`src/rtl/mips_pkg.sv`:
```
// mips_pkg: shared MIPS constants, opcode/funct encodings and PC helpers.
package mips_pkg;
    localparam int          INST_W   = 32;
    localparam logic [31:0] NOP_INST = 32'h0000_0000;
    localparam logic [31:0] RESET_PC = 32'h0000_0000;

    localparam logic [5:0] OP_RTYPE = 6'h00;
    localparam logic [5:0] OP_J     = 6'h02;
    localparam logic [5:0] OP_BEQ   = 6'h04;
    localparam logic [5:0] OP_ADDI  = 6'h08;
    localparam logic [5:0] OP_LUI   = 6'h0F;
    localparam logic [5:0] OP_LW    = 6'h23;
    localparam logic [5:0] OP_SW    = 6'h2B;

    localparam logic [5:0] FN_ADD = 6'h20;
    localparam logic [5:0] FN_SUB = 6'h22;
    localparam logic [5:0] FN_AND = 6'h24;
    localparam logic [5:0] FN_OR  = 6'h25;
    localparam logic [5:0] FN_SLT = 6'h2A;

    typedef enum logic [1:0] {
        SEL_RESET,
        SEL_REDIRECT,
        SEL_SEQ,
        SEL_HOLD
    } pc_sel_e;

    // Instructions are word aligned; stray low address bits are discarded.
    function automatic logic [31:0] align_pc(input logic [31:0] a);
        return a & ~32'h3;
    endfunction
endpackage

```
`src/rtl/fetch_pc_next.sv`:
```
// fetch_pc_next: next-PC selection (reset > redirect > sequential > hold).
module fetch_pc_next
    import mips_pkg::*;
#(
    parameter logic [31:0] RESET_PC = mips_pkg::RESET_PC
) (
    input  logic        rst,
    input  logic        redirect_valid,
    input  logic [31:0] redirect_target,
    input  logic        load,
    input  logic [31:0] pc,
    output logic [31:0] pc_next
);
    pc_sel_e sel;

    always_comb begin
        sel     = rst ? SEL_RESET : redirect_valid ? SEL_REDIRECT : load ? SEL_SEQ : SEL_HOLD;
        pc_next = sel == SEL_RESET    ? align_pc(RESET_PC) :
                  sel == SEL_REDIRECT ? align_pc(redirect_target) :
                  sel == SEL_SEQ      ? pc + 32'd4 : pc;
    end
endmodule

```
`src/rtl/inst_fetch.sv`:
```
// inst_fetch: PC register, ROM addressing and IF/ID output register with
// valid/ready handoff, redirect flush and handoff counter.
module inst_fetch
    import mips_pkg::*;
#(
    parameter int          ADDR_W   = 5,
    parameter logic [31:0] RESET_PC = mips_pkg::RESET_PC
) (
    input  logic              clk,
    input  logic              rst,
    input  logic              fetch_en,
    output logic [ADDR_W-1:0] rom_addr,
    input  logic [31:0]       rom_inst,
    input  logic              redirect_valid,
    input  logic [31:0]       redirect_target,
    output logic              out_valid,
    input  logic              out_ready,
    output logic [31:0]       out_inst,
    output logic [31:0]       out_pc,
    output logic [31:0]       out_pc_plus4,
    output logic [31:0]       fetch_count
);
    logic [31:0] pc;
    logic [31:0] pc_next;
    logic        load;
    logic        handoff;

    assign load     = fetch_en && (!out_valid || out_ready);
    assign handoff  = out_valid && out_ready;
    assign rom_addr = pc[ADDR_W+1:2];

    fetch_pc_next #(.RESET_PC(RESET_PC)) u_pc_next (
        .rst             (rst),
        .redirect_valid  (redirect_valid),
        .redirect_target (redirect_target),
        .load            (load),
        .pc              (pc),
        .pc_next         (pc_next)
    );

    always_ff @(posedge clk) pc <= pc_next;

    // A redirect flushes the wrong-path entry and captures nothing this edge.
    always_ff @(posedge clk) begin
        if (rst) begin
            out_valid    <= 1'b0;
            out_inst     <= NOP_INST;
            out_pc       <= '0;
            out_pc_plus4 <= '0;
        end else if (redirect_valid) begin
            out_valid    <= 1'b0;
        end else if (load) begin
            out_valid    <= 1'b1;
            out_inst     <= rom_inst;
            out_pc       <= pc;
            out_pc_plus4 <= pc + 32'd4;
        end else if (handoff) begin
            out_valid    <= 1'b0;
        end
    end

    always_ff @(posedge clk) begin
        if (rst) fetch_count <= '0;
        else if (handoff) fetch_count <= fetch_count + 32'd1;
    end
endmodule

```
`config.mk`:
```
export PLATFORM = sky130hd
export DESIGN_NAME = inst_fetch
export DESIGN_NICKNAME = d
export VERILOG_FILES = /design/src/rtl/mips_pkg.sv /design/src/rtl/fetch_pc_next.sv /design/src/rtl/inst_fetch.sv
export SDC_FILE = /design/constraint.sdc
export NUM_CORES = 1
export LEC_CHECK = 0
export ABC_AREA = 0
export CORE_MARGIN = 5
export CORE_UTILIZATION = 61
export DETAILED_ROUTE_END_ITERATION = 10
export DONT_BUFFER_PORTS = 1
export GPL_ROUTABILITY_DRIVEN = 0
export PLACE_DENSITY = 0.8
export SYNTH_ARGS = -nofsm -noshare
export SYNTH_HDL_FRONTEND = slang
export SYNTH_SLANG_ARGS = --single-unit
```
`constraint.sdc`:
```
create_clock -name clk -period 6.35 [get_ports clk]
set_input_delay 0.3175 -clock clk [delete_from_list [all_inputs] [get_ports clk]]
set_output_delay 0.3175 -clock clk [all_outputs]
set_load 0.005 [all_outputs]
```
==> results.json <==
{
  "timing_worst_setup_path_type": "reg -> reg",
  "post_synth_inst_count": 916,
  "grt_pass1_wl_mm": 31.9,
  "final_core_utilization_pct": 67.0,
  "area_of_the_mapped_netlist_um2": 7200,
  "tritoncts_num_sinks": 155,
  "cts_tree": "built",
  "timing_hold_violations_final": 0,
  "total_clock_buffers_created_by_cts": 17,
  "floorplan.initialDensity_pct": 62.5,
  "post_cts_buffers": 0,
  "synth.yosys.warnings": 0,
  "synth-seq-cells": 155,
  "routed_wirelength_mm": 20.2,
  "placement_rows": 39,
  "synth_adder_area_share_pct": 0.521,
  "post_synth_simple_gate_area_pct": 26.7,
  "ctsHtreeMaxLevel": 4,
  "synth_edf_count": 0,
  "die_height_um": 119,
  "routed-via-count": 6708,
  "via_per_inst": 6.67,
  "crit_path_start_kind": "flip-flop",
  "fraction_of_synthesized_cell_area_in_xor_and_xnor_cells_pct": 2.43,
  "input_output_buffers": 0,
  "max_slew.worst_pin.slew_ps": 1100,
  "overflow": 0,
  "grt_setup_unrepaired": "false",
  "drt_first_pass_iters": 5,
  "number_of_nets_in_the_final_layout": 919,
  "synth-async-reset-ratio_pct": 0,
  "grt_antenna_before_repair": 2,
  "grt_pass1_vias": 6106,
  "crit_fanout": 31,
  "yosys-top-cells-area": "sky130_fd_sc_hd__dfxtp_1 43%, sky130_fd_sc_hd__nand2_1 8.7%, sky130_fd_sc_hd__a21oi_1 7.2%",
  "max_cap_violations": 0,
  "setup_tns_ps": 0,
  "finalSetupViolations": 0,
  "area.growth.synth_to_final_pct": 7.05,
  "clock_skew_ps": 6.81,
  "post-dp-hpwl_mm": 13.3,
  "synth_cell_types": 59,
  "largest_family_of_logic_cells_by_synthesized_area": "simple AND/OR/NAND/NOR gates",
  "relSlewSlack_pct": 25.7,
  "worst_path_required_time_ps": 6670,
  "global_route.usage.total_pct": 27.6,
  "die_area_um2": 14100,
  "clk_pin_slew_worst_paths_ps": 60,
  "muxShareOfSynthArea_pct": 0.295,
  "synth_seq_area_share_pct": 43.1,
  "cts-root-to-sink-buffers": 2,
  "library_cell_used_as_clock_root_buffer": "sky130_fd_sc_hd__clkbuf_16",
  "critical_path_sink_type": "flip-flop",
  "layout-drive-gt1-share_pct": 5.35,
  "fp.coreArea_um2": 11500,
  "post_route_cell_area_um2": 7710,
  "cellLeakagePower_nw": 2.52,
  "critical_path_arrival_ps": 4480,
  "io_pins": 203,
  "hp-class": "in -> reg",
  "design_power_total_mw": 2.36,
  "final_max_slew_viol_count": 0,
  "dominantRegCellSynth": "sky130_fd_sc_hd__dfxtp_1",
  "dpl_cell_area_um2": 7030,
  "drc": 0,
  "grt_max_degree": 115,
  "synth.avg_cell_area_um2": 7.86,
  "worst_skew_pair.late_latency_ps": 430,
  "worst_case_vdd_ir_drop_mv": 0.154,
  "synth-compound-area-share_pct": 20.4,
  "post_drt_wl_per_cell_um": 20.1,
  "die_width_um": 119,
  "route.antenna.remaining_nets": 0,
  "synthDominantCellAreaShare_pct": 43.1,
  "layout_worst_path_cycle_share_pct": 65.5,
  "result_of_the_run": "completed",
  "synth.largest_area_cell": "sky130_fd_sc_hd__dfxtp_1",
  "fmaxAchievable_ghz": 0.240,
  "drt_iter0_drc": 815,
  "layout_min_cycle_time_ps": 4160,
  "power_density_nw_per_um2": 307
}
-- critical path, stage by stage (launching register included) --
cell and delay, ps:
sky130_fd_sc_hd__dfxtp_1 460, sky130_fd_sc_hd__nand2b_1 300, sky130_fd_sc_hd__nand2_2 140, sky130_fd_sc_hd__nand2_1 60, sky130_fd_sc_hd__ha_1 910, sky130_fd_sc_hd__clkinv_1 920, sky130_fd_sc_hd__nor2_1 850, sky130_fd_sc_hd__o21ai_0 220
sky130_fd_sc_hd__o32ai_1 180
-- timing repair --
item / 4_1_cts / 5_1_grt
gates resized for setup: 0 / 0
hold endpoints to repair: 114 / 0
hold buffers: 1 / 0
-- power breakdown --
group / internal (mW) / switching (mW)
Sequential: 1.02 / 0.0668
Clock: 0.717 / 0.393
Combinational: 0.0590 / 0.110
Total: 1.79 / 0.570
-- cells in the mapped netlist, types with 2 or more instances --
cell and number:
sky130_fd_sc_hd__o21a_1 4, sky130_fd_sc_hd__a311oi_1 10, sky130_fd_sc_hd__buf_1 7, sky130_fd_sc_hd__nor2b_1 4, sky130_fd_sc_hd__nand3_1 31, sky130_fd_sc_hd__and4_1 7
sky130_fd_sc_hd__nand2b_1 3, sky130_fd_sc_hd__nor2_1 47, sky130_fd_sc_hd__buf_2 8, sky130_fd_sc_hd__xnor2_1 11, sky130_fd_sc_hd__a32o_1 2, sky130_fd_sc_hd__a21oi_1 103
sky130_fd_sc_hd__and2_0 4, sky130_fd_sc_hd__inv_1 16, sky130_fd_sc_hd__o31ai_1 17, sky130_fd_sc_hd__o32ai_1 4, sky130_fd_sc_hd__or2_2 2, sky130_fd_sc_hd__or3_1 6
sky130_fd_sc_hd__o2111ai_1 5, sky130_fd_sc_hd__and3_1 27, sky130_fd_sc_hd__buf_4 11, sky130_fd_sc_hd__nand4_1 24, sky130_fd_sc_hd__o31a_1 3, sky130_fd_sc_hd__a211oi_1 20
sky130_fd_sc_hd__clkbuf_1 69, sky130_fd_sc_hd__xor2_1 9, sky130_fd_sc_hd__o211ai_1 4, sky130_fd_sc_hd__dfxtp_1 155, sky130_fd_sc_hd__a31oi_1 10, sky130_fd_sc_hd__o311ai_0 3
sky130_fd_sc_hd__nor3_1 17, sky130_fd_sc_hd__and2_1 3, sky130_fd_sc_hd__nand3b_1 2, sky130_fd_sc_hd__o221ai_1 6, sky130_fd_sc_hd__nor4_1 17, sky130_fd_sc_hd__a22o_1 2
sky130_fd_sc_hd__or4_1 24, sky130_fd_sc_hd__o21ai_0 26, sky130_fd_sc_hd__ha_1 3, sky130_fd_sc_hd__o311a_1 2, sky130_fd_sc_hd__nand2_1 167, sky130_fd_sc_hd__a22oi_1 3
sky130_fd_sc_hd__or3b_2 2
-- per-layer routing --
metal,track usage (%),wire length [µm],up-vias
li1,-,-,3162
met1,33.2,7830,3093
met2,43.2,9410,384
met3,10.3,2210,69
met4,14.1,789,0
met5,0,0,-
-- layout by cell type (no fill, tap or decap), types with 3 or more instances in the layout --
cell / count
sky130_fd_sc_hd__a22oi_1: 3
sky130_fd_sc_hd__a31oi_1: 10
sky130_fd_sc_hd__and2_0: 4
sky130_fd_sc_hd__nand3_1: 31
sky130_fd_sc_hd__or4_1: 24
sky130_fd_sc_hd__nand2_1: 166
sky130_fd_sc_hd__a21oi_1: 103
sky130_fd_sc_hd__o32ai_1: 4
sky130_fd_sc_hd__xor2_1: 9
sky130_fd_sc_hd__and3_1: 27
sky130_fd_sc_hd__nor2_1: 47
sky130_fd_sc_hd__nor4_1: 16
sky130_fd_sc_hd__o311ai_0: 3
sky130_fd_sc_hd__ha_1: 3
sky130_fd_sc_hd__inv_1: 16
sky130_fd_sc_hd__and4_1: 7
sky130_fd_sc_hd__o21ai_0: 26
sky130_fd_sc_hd__conb_1: 4
sky130_fd_sc_hd__bufinv_16: 5
sky130_fd_sc_hd__o211ai_1: 4
sky130_fd_sc_hd__o221ai_1: 6
sky130_fd_sc_hd__xnor2_1: 11
sky130_fd_sc_hd__o31a_1: 3
sky130_fd_sc_hd__nor2b_1: 3
sky130_fd_sc_hd__nor3_1: 17
sky130_fd_sc_hd__o2111ai_1: 5
sky130_fd_sc_hd__buf_4: 3
sky130_fd_sc_hd__a311oi_1: 10
sky130_fd_sc_hd__or3_1: 6
sky130_fd_sc_hd__o31ai_1: 17
sky130_fd_sc_hd__nand4_1: 24
sky130_fd_sc_hd__clkinvlp_4: 3
sky130_fd_sc_hd__o21a_1: 4
sky130_fd_sc_hd__dfxtp_1: 155
sky130_fd_sc_hd__nand2b_1: 3
sky130_fd_sc_hd__clkbuf_16: 17
sky130_fd_sc_hd__a211oi_1: 20
-- final timing paths --
path / from / end / slack, ps / cells past startpoint
max: out_valid / pc[7] / 2190 / 8
min: rom_inst[0] / out_inst[0] / 20 / 2
max reg2reg: out_valid / pc[7] / 2190 / 8
min reg2reg: out_pc[5] / out_pc[5] / 480 / 2
-- cells by family (layout without fill, tap and decap cells) --
kind of cell	after synthesis	in the layout
AOI/OAI and AO/OA	232	232
xor gates and xnor gates	20	20
adders and majority gates	3	3
buffers and inverters	112	53
DFF	155	155
muxes	2	2
other	1	6
and+or+nand+nor	391	391
-- state kept, by name, indices dropped and copies added (netlist names) --
name	cells
out_valid	1
out_pc_plus4	30
out_pc	30
fetch_count	32
out_inst	32
pc	30
-- per-stage QoR --
stage | hold slack (ps) | worst slack [ps] | std cells
2_1_floorplan | 443 | 3960 | 919
3_3_place_gp | 398 | 2480 | 970
3_5_place_dp | 400 | 2280 | 970
4_1_cts | 6.25 | 2250 | 1003
5_1_grt | 14.3 | 1810 | 1005
6_report | 20.9 | 2190 | 1005
-- final cells by class --
| type | count | area, µm² |
|---|---|---|
| Fill cell | 956 | 3800 |
| Multi-Input combinational cell | 652 | 3660 |
| Sequential cell | 155 | 3100 |
| Clock buffer | 21 | 460 |
| Clock inverter | 11 | 191 |
| Tap cell | 143 | 179 |
| Inverter | 17 | 63.8 |
| Timing Repair Buffer | 4 | 50.0 |
| Antenna cell | 2 | 5.00 |
(Power assumes the default switching activity.)
